`src/rtl/motor_ramp_ctrl.sv`:
```
// Command stage ahead of motor_controller: slews duty toward the commanded target once per
// prescaler tick, inserts a zero-duty dead time on reversal, and lets estop override everything.
module motor_ramp_ctrl #(
    parameter int DUTY_W     = 10,
    parameter int STEP_DIV   = 50000,
    parameter int STEP       = 4,
    parameter int DEAD_TICKS = 100
) (
    input  logic              CLOCK_50,
    input  logic              reset_n,
    input  logic              cmd_valid,
    output logic              cmd_ready,
    input  logic              cmd_dir,
    input  logic [DUTY_W-1:0] cmd_duty,
    input  logic              estop,
    output logic              direction,
    output logic              enable,
    output logic [DUTY_W-1:0] duty,
    output logic              at_target,
    output logic              busy
);

    localparam int EW = DUTY_W + 1;
    localparam int PW = (STEP_DIV > 1) ? $clog2(STEP_DIV) : 1;
    localparam int CW = (DEAD_TICKS > 1) ? $clog2(DEAD_TICKS + 1) : 1;

    localparam logic [EW-1:0]     STEP_E     = EW'(STEP);
    localparam logic [EW-1:0]     DUTY_MAX_E = {1'b0, {DUTY_W{1'b1}}};
    localparam logic [DUTY_W-1:0] DUTY_ZERO  = {DUTY_W{1'b0}};
    localparam logic [PW-1:0]     PRESC_LAST = PW'(STEP_DIV - 1);
    localparam logic [PW-1:0]     PRESC_ZERO = {PW{1'b0}};
    localparam logic [PW-1:0]     PRESC_ONE  = PW'(1);
    localparam logic [CW-1:0]     DEAD_LAST  = CW'(DEAD_TICKS - 1);
    localparam logic [CW-1:0]     DEAD_ZERO  = {CW{1'b0}};
    localparam logic [CW-1:0]     DEAD_ONE   = CW'(1);

    typedef enum logic [2:0] {
        ST_IDLE      = 3'd0,
        ST_RAMP      = 3'd1,
        ST_HOLD      = 3'd2,
        ST_DECEL_REV = 3'd3,
        ST_DEAD      = 3'd4,
        ST_ESTOP     = 3'd5
    } state_t;

    state_t            state_r;
    state_t            state_next_s;
    logic [PW-1:0]     presc_r;
    logic [CW-1:0]     dead_cnt_r;
    logic              target_dir_r;
    logic [DUTY_W-1:0] target_duty_r;
    logic [DUTY_W-1:0] duty_r;
    logic              direction_r;
    logic              enable_r;
    logic              cmd_ready_r;
    logic              at_target_r;
    logic              busy_r;

    logic              tick_s;
    logic              accept_s;
    logic              dir_match_s;
    logic              dead_done_s;
    logic [EW-1:0]     duty_e_s;
    logic [EW-1:0]     tgt_e_s;
    logic [EW-1:0]     up_sum_s;
    logic [DUTY_W-1:0] up_s;
    logic [DUTY_W-1:0] dn_tgt_s;
    logic [DUTY_W-1:0] dn_zero_s;
    logic [DUTY_W-1:0] ramp_duty_s;
    logic [DUTY_W-1:0] decel_duty_s;

    logic [DUTY_W-1:0] duty_next_s;
    logic              direction_next_s;
    logic [CW-1:0]     dead_next_s;
    logic              tdir_next_s;
    logic [DUTY_W-1:0] tduty_next_s;
    logic              enable_next_s;
    logic              ready_next_s;
    logic              at_target_next_s;
    logic              busy_next_s;

    assign tick_s      = (presc_r == PRESC_LAST);
    assign accept_s    = cmd_valid & cmd_ready_r;
    assign dir_match_s = (target_dir_r == direction_r);
    assign dead_done_s = tick_s & (dead_cnt_r == DEAD_LAST);

    // Free-running ramp prescaler, independent of state.
    always_ff @(posedge CLOCK_50 or negedge reset_n) begin
        if (!reset_n) begin
            presc_r <= PRESC_ZERO;
        end else if (tick_s) begin
            presc_r <= PRESC_ZERO;
        end else begin
            presc_r <= presc_r + PRESC_ONE;
        end
    end

    // Saturating step candidates computed one bit wider so neither direction can wrap.
    always_comb begin
        duty_e_s = {1'b0, duty_r};
        tgt_e_s  = {1'b0, target_duty_r};
        up_sum_s = duty_e_s + STEP_E;
        if (up_sum_s > tgt_e_s) begin
            up_s = target_duty_r;
        end else if (up_sum_s > DUTY_MAX_E) begin
            up_s = DUTY_W'(DUTY_MAX_E);
        end else begin
            up_s = DUTY_W'(up_sum_s);
        end
        if (duty_e_s < (tgt_e_s + STEP_E)) begin
            dn_tgt_s = target_duty_r;
        end else begin
            dn_tgt_s = DUTY_W'(duty_e_s - STEP_E);
        end
        if (duty_e_s < STEP_E) begin
            dn_zero_s = DUTY_ZERO;
        end else begin
            dn_zero_s = DUTY_W'(duty_e_s - STEP_E);
        end
        if (!tick_s) begin
            ramp_duty_s = duty_r;
        end else if (target_duty_r > duty_r) begin
            ramp_duty_s = up_s;
        end else begin
            ramp_duty_s = dn_tgt_s;
        end
        if (tick_s) begin
            decel_duty_s = dn_zero_s;
        end else begin
            decel_duty_s = duty_r;
        end
    end

    // State register.
    always_ff @(posedge CLOCK_50 or negedge reset_n) begin
        if (!reset_n) begin
            state_r <= ST_IDLE;
        end else begin
            state_r <= state_next_s;
        end
    end

    // Next-state logic; transitions use the target latched before this edge.
    always_comb begin
        state_next_s = state_r;
        if (estop) begin
            state_next_s = ST_ESTOP;
        end else begin
            case (state_r)
                ST_IDLE: begin
                    if (target_duty_r == DUTY_ZERO) begin
                        state_next_s = ST_IDLE;
                    end else if (dir_match_s) begin
                        state_next_s = ST_RAMP;
                    end else begin
                        state_next_s = ST_DEAD;
                    end
                end
                ST_RAMP: begin
                    if (!dir_match_s) begin
                        state_next_s = ST_DECEL_REV;
                    end else if (ramp_duty_s != target_duty_r) begin
                        state_next_s = ST_RAMP;
                    end else if (ramp_duty_s != DUTY_ZERO) begin
                        state_next_s = ST_HOLD;
                    end else begin
                        state_next_s = ST_IDLE;
                    end
                end
                ST_HOLD: begin
                    if (!dir_match_s) begin
                        state_next_s = ST_DECEL_REV;
                    end else if (target_duty_r != duty_r) begin
                        state_next_s = ST_RAMP;
                    end else begin
                        state_next_s = ST_HOLD;
                    end
                end
                ST_DECEL_REV: begin
                    if (dir_match_s) begin
                        state_next_s = ST_RAMP;
                    end else if (decel_duty_s == DUTY_ZERO) begin
                        state_next_s = ST_DEAD;
                    end else begin
                        state_next_s = ST_DECEL_REV;
                    end
                end
                ST_DEAD: begin
                    if (!dead_done_s) begin
                        state_next_s = ST_DEAD;
                    end else if (target_duty_r != DUTY_ZERO) begin
                        state_next_s = ST_RAMP;
                    end else begin
                        state_next_s = ST_IDLE;
                    end
                end
                ST_ESTOP: begin
                    state_next_s = ST_IDLE;
                end
                default: begin
                    state_next_s = ST_IDLE;
                end
            endcase
        end
    end

    // Datapath next values; status flags are derived from the post-edge values so they stay registered.
    always_comb begin
        duty_next_s      = duty_r;
        direction_next_s = direction_r;
        dead_next_s      = dead_cnt_r;
        tdir_next_s      = target_dir_r;
        tduty_next_s     = target_duty_r;
        if (estop) begin
            duty_next_s  = DUTY_ZERO;
            tduty_next_s = DUTY_ZERO;
            dead_next_s  = DEAD_ZERO;
        end else begin
            if (accept_s) begin
                tdir_next_s  = cmd_dir;
                tduty_next_s = cmd_duty;
            end else begin
                tdir_next_s  = target_dir_r;
                tduty_next_s = target_duty_r;
            end
            case (state_r)
                ST_RAMP: begin
                    dead_next_s = DEAD_ZERO;
                    if (dir_match_s) begin
                        duty_next_s = ramp_duty_s;
                    end else begin
                        duty_next_s = duty_r;
                    end
                end
                ST_HOLD: begin
                    dead_next_s = DEAD_ZERO;
                    duty_next_s = duty_r;
                end
                ST_DECEL_REV: begin
                    dead_next_s = DEAD_ZERO;
                    if (dir_match_s) begin
                        duty_next_s = duty_r;
                    end else begin
                        duty_next_s = decel_duty_s;
                    end
                end
                ST_DEAD: begin
                    duty_next_s = DUTY_ZERO;
                    if (dead_done_s) begin
                        direction_next_s = target_dir_r;
                        dead_next_s      = DEAD_ZERO;
                    end else if (tick_s) begin
                        dead_next_s = dead_cnt_r + DEAD_ONE;
                    end else begin
                        dead_next_s = dead_cnt_r;
                    end
                end
                default: begin
                    duty_next_s = DUTY_ZERO;
                    dead_next_s = DEAD_ZERO;
                end
            endcase
        end
        enable_next_s    = (duty_next_s != DUTY_ZERO);
        ready_next_s     = (state_next_s != ST_ESTOP);
        busy_next_s      = (state_next_s == ST_RAMP) || (state_next_s == ST_DECEL_REV) ||
                           (state_next_s == ST_DEAD);
        at_target_next_s = (duty_next_s == tduty_next_s) &&
                           ((direction_next_s == tdir_next_s) || (tduty_next_s == DUTY_ZERO)) &&
                           (state_next_s != ST_DEAD) && (state_next_s != ST_DECEL_REV);
    end

    // Datapath and output registers.
    always_ff @(posedge CLOCK_50 or negedge reset_n) begin
        if (!reset_n) begin
            duty_r        <= DUTY_ZERO;
            direction_r   <= 1'b1;
            enable_r      <= 1'b0;
            dead_cnt_r    <= DEAD_ZERO;
            target_dir_r  <= 1'b1;
            target_duty_r <= DUTY_ZERO;
            cmd_ready_r   <= 1'b0;
            at_target_r   <= 1'b1;
            busy_r        <= 1'b0;
        end else begin
            duty_r        <= duty_next_s;
            direction_r   <= direction_next_s;
            enable_r      <= enable_next_s;
            dead_cnt_r    <= dead_next_s;
            target_dir_r  <= tdir_next_s;
            target_duty_r <= tduty_next_s;
            cmd_ready_r   <= ready_next_s;
            at_target_r   <= at_target_next_s;
            busy_r        <= busy_next_s;
        end
    end

    assign duty      = duty_r;
    assign direction = direction_r;
    assign enable    = enable_r;
    assign cmd_ready = cmd_ready_r;
    assign at_target = at_target_r;
    assign busy      = busy_r;

endmodule

```
`config.mk`:
```
export PLATFORM = sky130hd
export DESIGN_NAME = motor_ramp_ctrl
export DESIGN_NICKNAME = d
export VERILOG_FILES = /design/src/rtl/motor_ramp_ctrl.sv
export SDC_FILE = /design/constraint.sdc
export NUM_CORES = 1
export LEC_CHECK = 0
export CELL_PAD_IN_SITES_DETAIL_PLACEMENT = 1
export CELL_PAD_IN_SITES_GLOBAL_PLACEMENT = 2
export CORE_MARGIN = 1.5
export CORE_UTILIZATION = 38
export CTS_BUF_LIST = sky130_fd_sc_hd__clkbuf_4 sky130_fd_sc_hd__clkbuf_8
export CTS_CLUSTER_SIZE = 30
export DETAILED_ROUTE_END_ITERATION = 16
export PLACE_DENSITY = 0.92
export SYNTH_ARGS = -nofsm -noshare
export SYNTH_HDL_FRONTEND = slang
export SYNTH_SLANG_ARGS = --single-unit
```
`constraint.sdc`:
```
create_clock -name CLOCK_50 -period 5.3 [get_ports CLOCK_50]
set_clock_uncertainty 0.15 [all_clocks]
set_input_delay 1.06 -clock CLOCK_50 [delete_from_list [all_inputs] [get_ports CLOCK_50]]
set_output_delay 1.06 -clock CLOCK_50 [all_outputs]
set_load 0.01 [all_outputs]
```
Yosys cells after proc, flatten, opt, wreduce, memory -nomap -nowiden
Cells that the tools add are included.
{"block": "classes", "eq_ne": 18, "n_addsub": 5, "n_lt_le_gt_ge": 5, "mux": 36, "n_reduce_logical": 13, "bitwise": 2}
{"operator": "10-bit 2-to-1 mux", "n": 12}
{"operator": "10-bit zero test", "n": 3}
{"operator": "10-bit one-hot mux with 3 select lines", "n": 1}
{"operator": "10-bit nonzero test", "n": 3}
{"operator": "7-bit 2-to-1 mux", "n": 4}
{"operator": "10-bit by 3-bit adder with 11-bit output, second input constant", "n": 2}
{"operator": "10-bit inequality test", "n": 2}
{"operator": "3-bit 2-to-1 mux", "n": 6}
{"operator": "16-bit by 1-bit adder with 16-bit output, second input constant", "n": 1}
{"operator": "16-bit == test, second input constant", "n": 1}
{"operator": "16-bit 2-to-1 mux", "n": 1}
{"operator": "3-bit one-hot mux with 5 select lines", "n": 1}
{"operator": "11-bit by 10-bit greater-than comparator with 1-bit output", "n": 1}
{"operator": "11-bit by 10-bit greater-than comparator with 1-bit output, second input constant", "n": 1}
{"operator": "10-bit by 11-bit less-than comparator with 1-bit output", "n": 1}
{"operator": "10-bit == test", "n": 1}
{"operator": "10-bit greater-than comparator", "n": 1}
{"operator": "10-bit by 3-bit less-than comparator with 1-bit output, second input constant", "n": 1}
{"operator": "2-bit 2-to-1 mux", "n": 5}
{"operator": "10-bit by 3-bit subtractor with 10-bit output, second input constant", "n": 1}
{"operator": "3-bit by 2-bit == test with 1-bit output, second input constant", "n": 3}
{"operator": "7-bit by 1-bit adder with 7-bit output, second input constant", "n": 1}
{"operator": "7-bit == test, second input constant", "n": 1}
{"operator": "3-bit by 1-bit == test with 1-bit output, second input constant", "n": 2}
{"operator": "other kinds (10)", "n": 23}
{"block": "totals", "in_bits": 15, "out_inout_bits": 15, "word_cells": 90, "reg_bits": 52}

Depth between registers and ports, before layout
Gate-level depths: netlist of the first run.
{"block": "logic_depth", "word_depth": 15, "mapped_depth": 16}

Least setup slack after synthesis of the first run
Ideal clock, no wire load.
{"block": "synth_timing", "kind": "register to register", "startpoint": "reg duty_r[2], in the netlist duty[2]", "endpoint": "reg at_target_r, in the netlist at_target", "t_required_ns": 5.045, "period_less_slack_ns": 4.013, "n_path_buf": 1, "setup_slack_ns": 1.287, "stages_incl_launch_ff": 15, "arrival_time_ns": 3.759, "cell_sequence": "dfrtp_1 -> clkbuf_1 -> inv_1 -> ha_1 -> ha_1 -> nand4_1 -> a21oi_1 -> o311ai_1 -> nand4_1 -> a311oi_1 -> a41o_1 -> nor2_1 -> nor4b_1 -> nand4_1 -> a2111oi_2"}
{"block": "synth_via", "elab_cells_between_ends": 37, "classes_between": "add/sub (2); order compare (5); eq/ne (5); mux (20); reduce/logical (5)"}
{"element": "start: declaration", "line_no": "52", "text": "logic [DUTY_W-1:0] duty_r;"}
{"element": "start signal: assignment", "line_no": "286", "text": "duty_r <= duty_next_s;"}
{"element": "10-bit by 3-bit adder with 11-bit output", "line_no": "102", "text": "up_sum_s = duty_e_s + STEP_E;"}
{"element": "11-bit by 10-bit greater-than comparator with 1-bit output", "line_no": "105", "text": "end else if (up_sum_s > DUTY_MAX_E) begin"}
{"element": "10-bit 2-to-1 mux", "line_no": "105"}
{"element": "10-bit 2-to-1 mux", "line_no": "103", "text": "if (up_sum_s > tgt_e_s) begin"}
{"element": "10-bit 2-to-1 mux", "line_no": "122", "text": "end else if (target_duty_r > duty_r) begin"}
{"element": "10-bit 2-to-1 mux", "line_no": "120", "text": "if (!tick_s) begin"}
{"element": "10-bit 2-to-1 mux", "line_no": "229", "text": "if (dir_match_s) begin"}
{"element": "10-bit one-hot mux with 3 select lines *", "line_no": "226", "text": "case (state_r)"}
{"element": "10-bit 2-to-1 mux *", "line_no": "214", "text": "if (estop) begin"}
{"element": "named net duty_next_s[7]", "line_no": "72", "text": "logic [DUTY_W-1:0] duty_next_s;"}
{"element": "10-bit == test *", "line_no": "268", "text": "at_target_next_s = (duty_next_s == tduty_next_s) &&"}
{"element": "1-bit logical AND *", "line_no": "268"}
{"element": "1-bit logical AND *", "line_no": "269", "text": "((direction_next_s == tdir_next_s) || (tduty_next_s == DUTY_ZERO)) &&"}
{"element": "1-bit logical AND *", "line_no": "270", "text": "(state_next_s != ST_DEAD) && (state_next_s != ST_DECEL_REV);"}
{"element": "named net at_target_next_s", "line_no": "79", "text": "logic at_target_next_s;"}
{"element": "end signal: assignment", "line_no": "293", "text": "at_target_r <= at_target_next_s;"}
{"element": "end: declaration", "line_no": "56", "text": "logic at_target_r;"}
The timed path passes the listed nets; every way through them passes the cells marked *.
A chain may end at the register's enable or synchronous reset.

Worst setup path in the final report of the first run
{"block": "layout_timing", "startpoint": "reg target_duty_r[2]", "endpoint": "reg at_target_r, in the netlist at_target"}
{"block": "layout_via", "elab_chain_len": 14, "elab_cells_between_ends": 36, "classes_between": "add/sub (1); order compare (3); eq/ne (5); mux (19); reduce/logical (8)"}
{"element": "start: declaration", "line_no": "51", "text": "logic [DUTY_W-1:0] target_duty_r;"}
{"element": "start signal: assignment", "line_no": "291", "text": "target_duty_r <= tduty_next_s;"}
{"element": "10-bit by 3-bit adder with 11-bit output", "line_no": "110", "text": "if (duty_e_s < (tgt_e_s + STEP_E)) begin"}
{"element": "10-bit by 11-bit less-than comparator with 1-bit output", "line_no": "110"}
{"element": "10-bit 2-to-1 mux", "line_no": "110"}
{"element": "10-bit 2-to-1 mux", "line_no": "122"}
{"element": "10-bit 2-to-1 mux", "line_no": "120"}
{"element": "10-bit nonzero test", "line_no": "164", "text": "end else if (ramp_duty_s != DUTY_ZERO) begin"}
{"element": "2-bit 2-to-1 mux", "line_no": "164"}
{"element": "2-bit 2-to-1 mux", "line_no": "162", "text": "end else if (ramp_duty_s != target_duty_r) begin"}
{"element": "2-bit 2-to-1 mux", "line_no": "160", "text": "if (!dir_match_s) begin"}
{"element": "3-bit one-hot mux with 5 select lines *", "line_no": "149", "text": "case (state_r)"}
{"element": "3-bit 2-to-1 mux *", "line_no": "146", "text": "if (estop) begin"}
{"element": "named net state_next_s[1]", "line_no": "47", "text": "state_t state_next_s;"}
{"element": "3-bit inequality test", "line_no": "270"}
{"element": "1-bit logical AND", "line_no": "269"}
{"element": "1-bit logical AND *", "line_no": "270"}
{"element": "named net at_target_next_s", "line_no": "79"}
Marks and branches as above.

==> results of run 1 <==
sequential cells by signal, indices dropped and copies added, names as in the netlist, 3 cells and up:
register / count
dead_cnt_r: 7
duty: 10
state_r: 3
target_duty_r: 10
presc_r: 16
worst min-delay path by stage:
stage | start | end | cells past startpoint
6_report | presc_r[0]$_DFF_PN0_ | presc_r[0]$_DFF_PN0_ | 1
4_1_cts | presc_r[0]$_DFF_PN0_ | presc_r[0]$_DFF_PN0_ | 1
3_3_place_gp | presc_r[0]$_DFF_PN0_ | presc_r[0]$_DFF_PN0_ | 1
5_1_grt | presc_r[0]$_DFF_PN0_ | presc_r[0]$_DFF_PN0_ | 1
3_5_place_dp | presc_r[0]$_DFF_PN0_ | presc_r[0]$_DFF_PN0_ | 1
2_1_floorplan | presc_r[0]$_DFF_PN0_ | presc_r[0]$_DFF_PN0_ | 1
power breakdown:
part / leakage, nW / switching (W) / total, W / internal [W]
clock: 0.0485 / 0.000149 / 0.000244 / 0.0000951
sequential: 0.687 / 0.0000165 / 0.000424 / 0.000407
combinational: 1.56 / 0.000165 / 0.000256 / 0.0000906
cell type report:
class / instances / area [um^2]
Fill cell: 1528 / 7036
Tap cell: 172 / 215.2
Clock buffer: 5 / 68.82
Inverter: 30 / 112.6
Clock inverter: 3 / 22.52
Sequential cell: 52 / 1305
Multi-Input combinational cell: 496 / 3336
Timing Repair Buffer: 54 / 473.0
what timing repair did:
action / in CTS / in global routing
setup endpoints to repair: 0 / 1
setup buffers: 0 / 0
gates resized for setup: 0 / 2
cells in the final DEF (no fill, tap or decap), types with 17 or more instances in the layout:
| master | instances |
|---|---|
| o21ai_0 | 26 |
| dfrtp_1 | 49 |
| nand4_1 | 19 |
| inv_1 | 29 |
| buf_4 | 25 |
| a21oi_1 | 38 |
| xnor2_1 | 29 |
| nor3_1 | 26 |
| nor2_1 | 53 |
| clkdlybuf4s50_1 | 28 |
| ha_1 | 34 |
| nand2_1 | 58 |
| nand3_1 | 25 |
| xor2_1 | 17 |
metrics by stage:
step | hold WS [ns] | power [W] | area [um^2] | worst slack (ns) | cells
floorplan | 0.2751 | 0.0005794 | 4871 | 1.287 | 605
global placement | 0.2891 | 0.0006719 | 5429 | 0.5421 | 804
detailed placement | 0.3068 | 0.0006772 | 5429 | 0.3255 | 804
CTS | 0.3220 | 0.0009232 | 5520 | 0.3239 | 812
global route | 0.3526 | 0.0009658 | 5533 | 0.01155 | 812
finish | 0.3172 | 0.0009238 | 5533 | 0.3336 | 812
layer usage:
| layer | share of wire [%] | routed length (um) |
|---|---|---|
| met5 | 0 | 0 |
| met4 | 3.5 | 677 |
| met3 | 6.7 | 1301 |
| met2 | 46 | 8997 |
| met1 | 44 | 8492 |
critical path, stage by stage (launching register included):
cell	delay [ns]
dfrtp_1	0.72
ha_1	0.35
nand3_1	0.12
xnor2_1	0.15
ha_1	0.34
nand4_1	0.12
a21oi_1	0.23
o221ai_1	0.18
buf_4	0.19
a211oi_1	0.78
nor3_1	0.23
mux2_2	0.31
nand4_1	0.09
nor4_1	0.36
a22oi_1	0.20
a2111oi_2	0.34
cells by family (layout without fill, tap and decap cells):
| kind of cell | Yosys count | count (layout) | share of synthesized area (%) |
|---|---|---|---|
| buf+inv | 57 | 92 | 4.983 |
| mux | 7 | 7 | 1.516 |
| fa+ha+maj | 34 | 34 | 8.734 |
| flops | 52 | 52 | 26.79 |
| simple gates | 247 | 247 | 25.97 |
| compound gates | 162 | 162 | 23.74 |
| xor+xnor | 46 | 46 | 8.271 |
==> impl_metrics.toml, run 1 <==
[run_status]
outcome = "finished, final reports clean"

[synthesis]
yosys.area.top_type = "dfrtp_1"
ys_seq_area_share_pct = 26.79
yosysWarnings = 0
syn_inst = 605
synth_common_cells = "58 x nand2_1, 53 x nor2_1, 49 x dfrtp_1, 38 x a21oi_1, 34 x ha_1"
synth_edf_count = 0
yosysMostFrequentCell = "nand2_1"
netlist_area_um2 = 4871
synthDistinctLibCells = 79
async_flop_share_pct = 100.0
syn_area_per_cell_um2 = 8.051
synth_nets = 654
synth-seq-cells = 52
synth.area.top_cells = "dfrtp_1 25%, ha_1 8.7%, xnor2_1 5.2%, nand2_1 4.5%, nor2_1 4.1%"
synthFlopType = "dfrtp_1"
synth_top_area_share_pct = 25.17

[worst_setup_path]
crit_end = "at_target$_DFF_PN1_"
required_ns = 5.37
crit_arrival_ns = 5.04
crit_start = "target_duty_r[2]$_DFF_PN0_"
reg2reg_from = "target_duty_r[2]$_DFF_PN0_"
endpoint_kind = "flop"
reg2reg_slack_ns = 0.33
timing.rr.end = "at_target$_DFF_PN1_"
ff2ff_path_depth = 15
crit_type = "reg -> reg"
critPathMaxFanout = 12
crit_path_start_kind = "flop"

[floorplan]
dieArea_um2 = 13510
die-height_um = 116.2
die_w_um = 116.2
fp.coreArea_um2 = 12570
rows = 41
initial_core_util_pct = 38.76
io_pins = 30

[grt]
grt_use_met2_pct = 48.86
grt_pass1_wl_um = 30480
gr-total-overflow = 0
grt_antenna_before_repair = 0
grtUsageMet1_pct = 40.46
grt_max_degree = 53
grt_pass1_vias = 5312
gr-usage-met3_pct = 4.670
grt.total_usage_pct = 30.05
busiest_layer = "met2"

[route]
drtPass1Iterations = 5
drc_errors = 0
ant_nets = 0
wl_per_cell_um = 23.98
vias = 5119
drtIter0Drc = 404
via_per_inst = 6.304
drt-total-wl_um = 19470

[power_and_ir_drop]
p_leak_nw = 2.299
ir_drop_mv = 0.1534
power_density_nw_per_um2 = 167.0

[sta]
setup-tns-final_ns = 0
fin_crit_ns = 4.966
fin_crit_sh_pct = 93.71
rsz0062_at_grt = "false"
slew_headroom_pct = 33.46
fmax_ghz = 0.2014
hold_violations = 0
tightest_slew_ns = 0.9922
finalSetupViolations = 0
maxSlewViolCount = 0

[clock_tree]
h-tree-depth = 2
tritoncts = "built"
cts_sinks = 52
root_buffer = "clkbuf_8"
clk_pin_slew_ns = 0.10
cts_buffers = 5
hold_buffers = 0
clock_latency_ns = 0.32
cts.path.max_buffers = 2

[run]
drv_cap = 0

[cells_and_area]
fin_nets = 688
utilization_pct = 44.02
drive_above_1_share_pct = 9.375
n_antenna_cell = 0
syn_to_final_growth_pct = 13.59

[placement]
port_buffers = 29
dp_hpwl_um = 15370
gp_congestion = 0.9607

[min_path]
hp-class = "reg -> reg"
Power figures use the tool's default switching activity.
==> run 2, diff against run 1 <==
--- a/config.mk
+++ b/config.mk
@@ -12,7 +12,7 @@
 export CTS_BUF_LIST = sky130_fd_sc_hd__clkbuf_4 sky130_fd_sc_hd__clkbuf_8
 export CTS_CLUSTER_SIZE = 30
 export DETAILED_ROUTE_END_ITERATION = 16
-export PLACE_DENSITY = 0.92
+export PLACE_DENSITY_LB_ADDON = 0.12
 export SYNTH_ARGS = -nofsm -noshare
 export SYNTH_HDL_FRONTEND = slang
 export SYNTH_SLANG_ARGS = --single-unit
==> impl_metrics.toml, run 2 (synthesis gave the netlist of run 1 again) <==
[run_status]
outcome = "finished, final reports clean"

[sta]
fin_crit_sh_pct = 92.99
fin_crit_ns = 4.928
slew_headroom_pct = 43.36
setup-tns-final_ns = 0
hold_violations = 0
fmax_ghz = 0.2029
maxSlewViolCount = 0
rsz0062_at_grt = "false"
tightest_slew_ns = 0.8477
finalSetupViolations = 0

[grt]
grt_pass1_wl_um = 29730
grt_antenna_before_repair = 0
grt_pass1_vias = 5077
grt.total_usage_pct = 29.51
grt_max_degree = 53
gr-total-overflow = 0

[worst_setup_path]
path_cells = "ha_1 > and3_1 > nand3_1 > xnor2_1 > inv_1 > ha_1 > a21o_1 > a21oi_1 > o22a_1 > nand4_1 > a311oi_1 > a41o_1 > nor2_1 > nor4b_1 > nand4_1 > a2111oi_2"
required_ns = 5.40
crit_path_top_delay_cell = "dfrtp_2"
ff2ff_path_depth = 16
cp.buffers_inverters = 1
critPathMaxStageDelay_ns = 0.58
crit_family = "compound AO/OA/AOI/OAI gates"
crit_arrival_ns = 5.03
critPathMaxFanout = 10
endpoint_kind = "flop"
reg2reg_from = "duty[3]$_DFF_PN0_"
reg2reg_slack_ns = 0.37
crit_type = "reg -> reg"
timing.rr.end = "at_target$_DFF_PN1_"
crit_path_start_kind = "flop"

[min_path]
hp-class = "reg -> reg"
hold-path-endpoint = "presc_r[0]$_DFF_PN0_"
hold_depth = 1
hold_path.startpoint = "presc_r[0]$_DFF_PN0_"

[cells_and_area]
fin_nets = 687
utilization_pct = 44.00
drive_above_1_share_pct = 9.390
largest_reg_flops = 16
final_common_cell = "nand2_1"
layout_common_cells = "58 x nand2_1, 53 x nor2_1, 48 x dfrtp_1"
syn_to_final_growth_pct = 13.54
top_register = "presc_r"
n_antenna_cell = 0

[route]
drc_errors = 0
drtIter0Drc = 362
via_per_inst = 6.201
drtPass1Iterations = 5
drt-total-wl_um = 19190
ant_nets = 0
vias = 5029
wl_per_cell_um = 23.67

[clock_tree]
cts.path.max_buffers = 2
tritoncts = "built"
post-cts-setup-buffers = 0
cts_buffers = 5
cts_sinks = 52
hold_buffers = 0
h-tree-depth = 2
ctsResizeCount = 0
root_buffer = "clkbuf_8"
clk_pin_slew_ns = 0.11
clock_latency_ns = 0.34

[power_and_ir_drop]
ir_drop_mv = 0.09693
power_density_nw_per_um2 = 168.9
p_leak_nw = 2.290

[floorplan]
die-height_um = 116.2
rows = 41
die_w_um = 116.2
dieArea_um2 = 13510
io_pins = 30
fp.coreArea_um2 = 12570
initial_core_util_pct = 38.76

[placement]
port_buffers = 29
gp_congestion = 0.9452
dp_hpwl_um = 14990

[run]
drv_cap = 0
## run 2: metrics by stage
step / cells / cell area [um^2] / hold slack (ns) / setup slack [ns] / total power, W
detailed placement: 803 / 5421 / 0.3047 / 0.06963 / 0.0006753
finish: 811 / 5530 / 0.3263 / 0.3717 / 0.0009343
CTS: 811 / 5515 / 0.3211 / 0.05777 / 0.0009393
global placement: 803 / 5421 / 0.2897 / 0.2279 / 0.0006714
global route: 811 / 5530 / 0.3617 / 0.08877 / 0.0009761
floorplan: 605 / 4871 / 0.2751 / 1.287 / 0.0005794
## run 2: area by class of cell
class / instances / area (um^2)
repair buffers: 53 / 465.4
well taps: 172 / 215.2
clock inverters: 3 / 25.02
fillers: 1572 / 7038
inverters: 30 / 112.6
flip-flops and latches: 52 / 1306
clock buffers: 5 / 68.82
multi-input cells: 496 / 3337
## run 2: metal layers
layer | track usage [%] | routed length (um) | up-vias
li1 | - | - | 2325
met1 | 39.95 | 8535 | 2494
met2 | 47.80 | 8867 | 169
met3 | 5.345 | 1239 | 41
met4 | 9.512 | 551 | 0
met5 | 0 | 0 | -
## run 2: worst max path at each step
stage / startpoint / endpoint / depth (start not counted)
global route: duty[3]$_DFF_PN0_ / at_target$_DFF_PN1_ / 16
finish: duty[3]$_DFF_PN0_ / at_target$_DFF_PN1_ / 16
floorplan: duty[2]$_DFF_PN0_ / at_target$_DFF_PN1_ / 14
CTS: duty[3]$_DFF_PN0_ / at_target$_DFF_PN1_ / 13
detailed placement: duty[3]$_DFF_PN0_ / at_target$_DFF_PN1_ / 13
global placement: duty[3]$_DFF_PN0_ / at_target$_DFF_PN1_ / 13
## run 2: power by group
part	switching [W]	leakage, nW	internal (W)
Sequential	0.0000150	0.686	0.000407
Combinational	0.000161	1.56	0.0000911
Clock	0.000163	0.0452	0.0000968
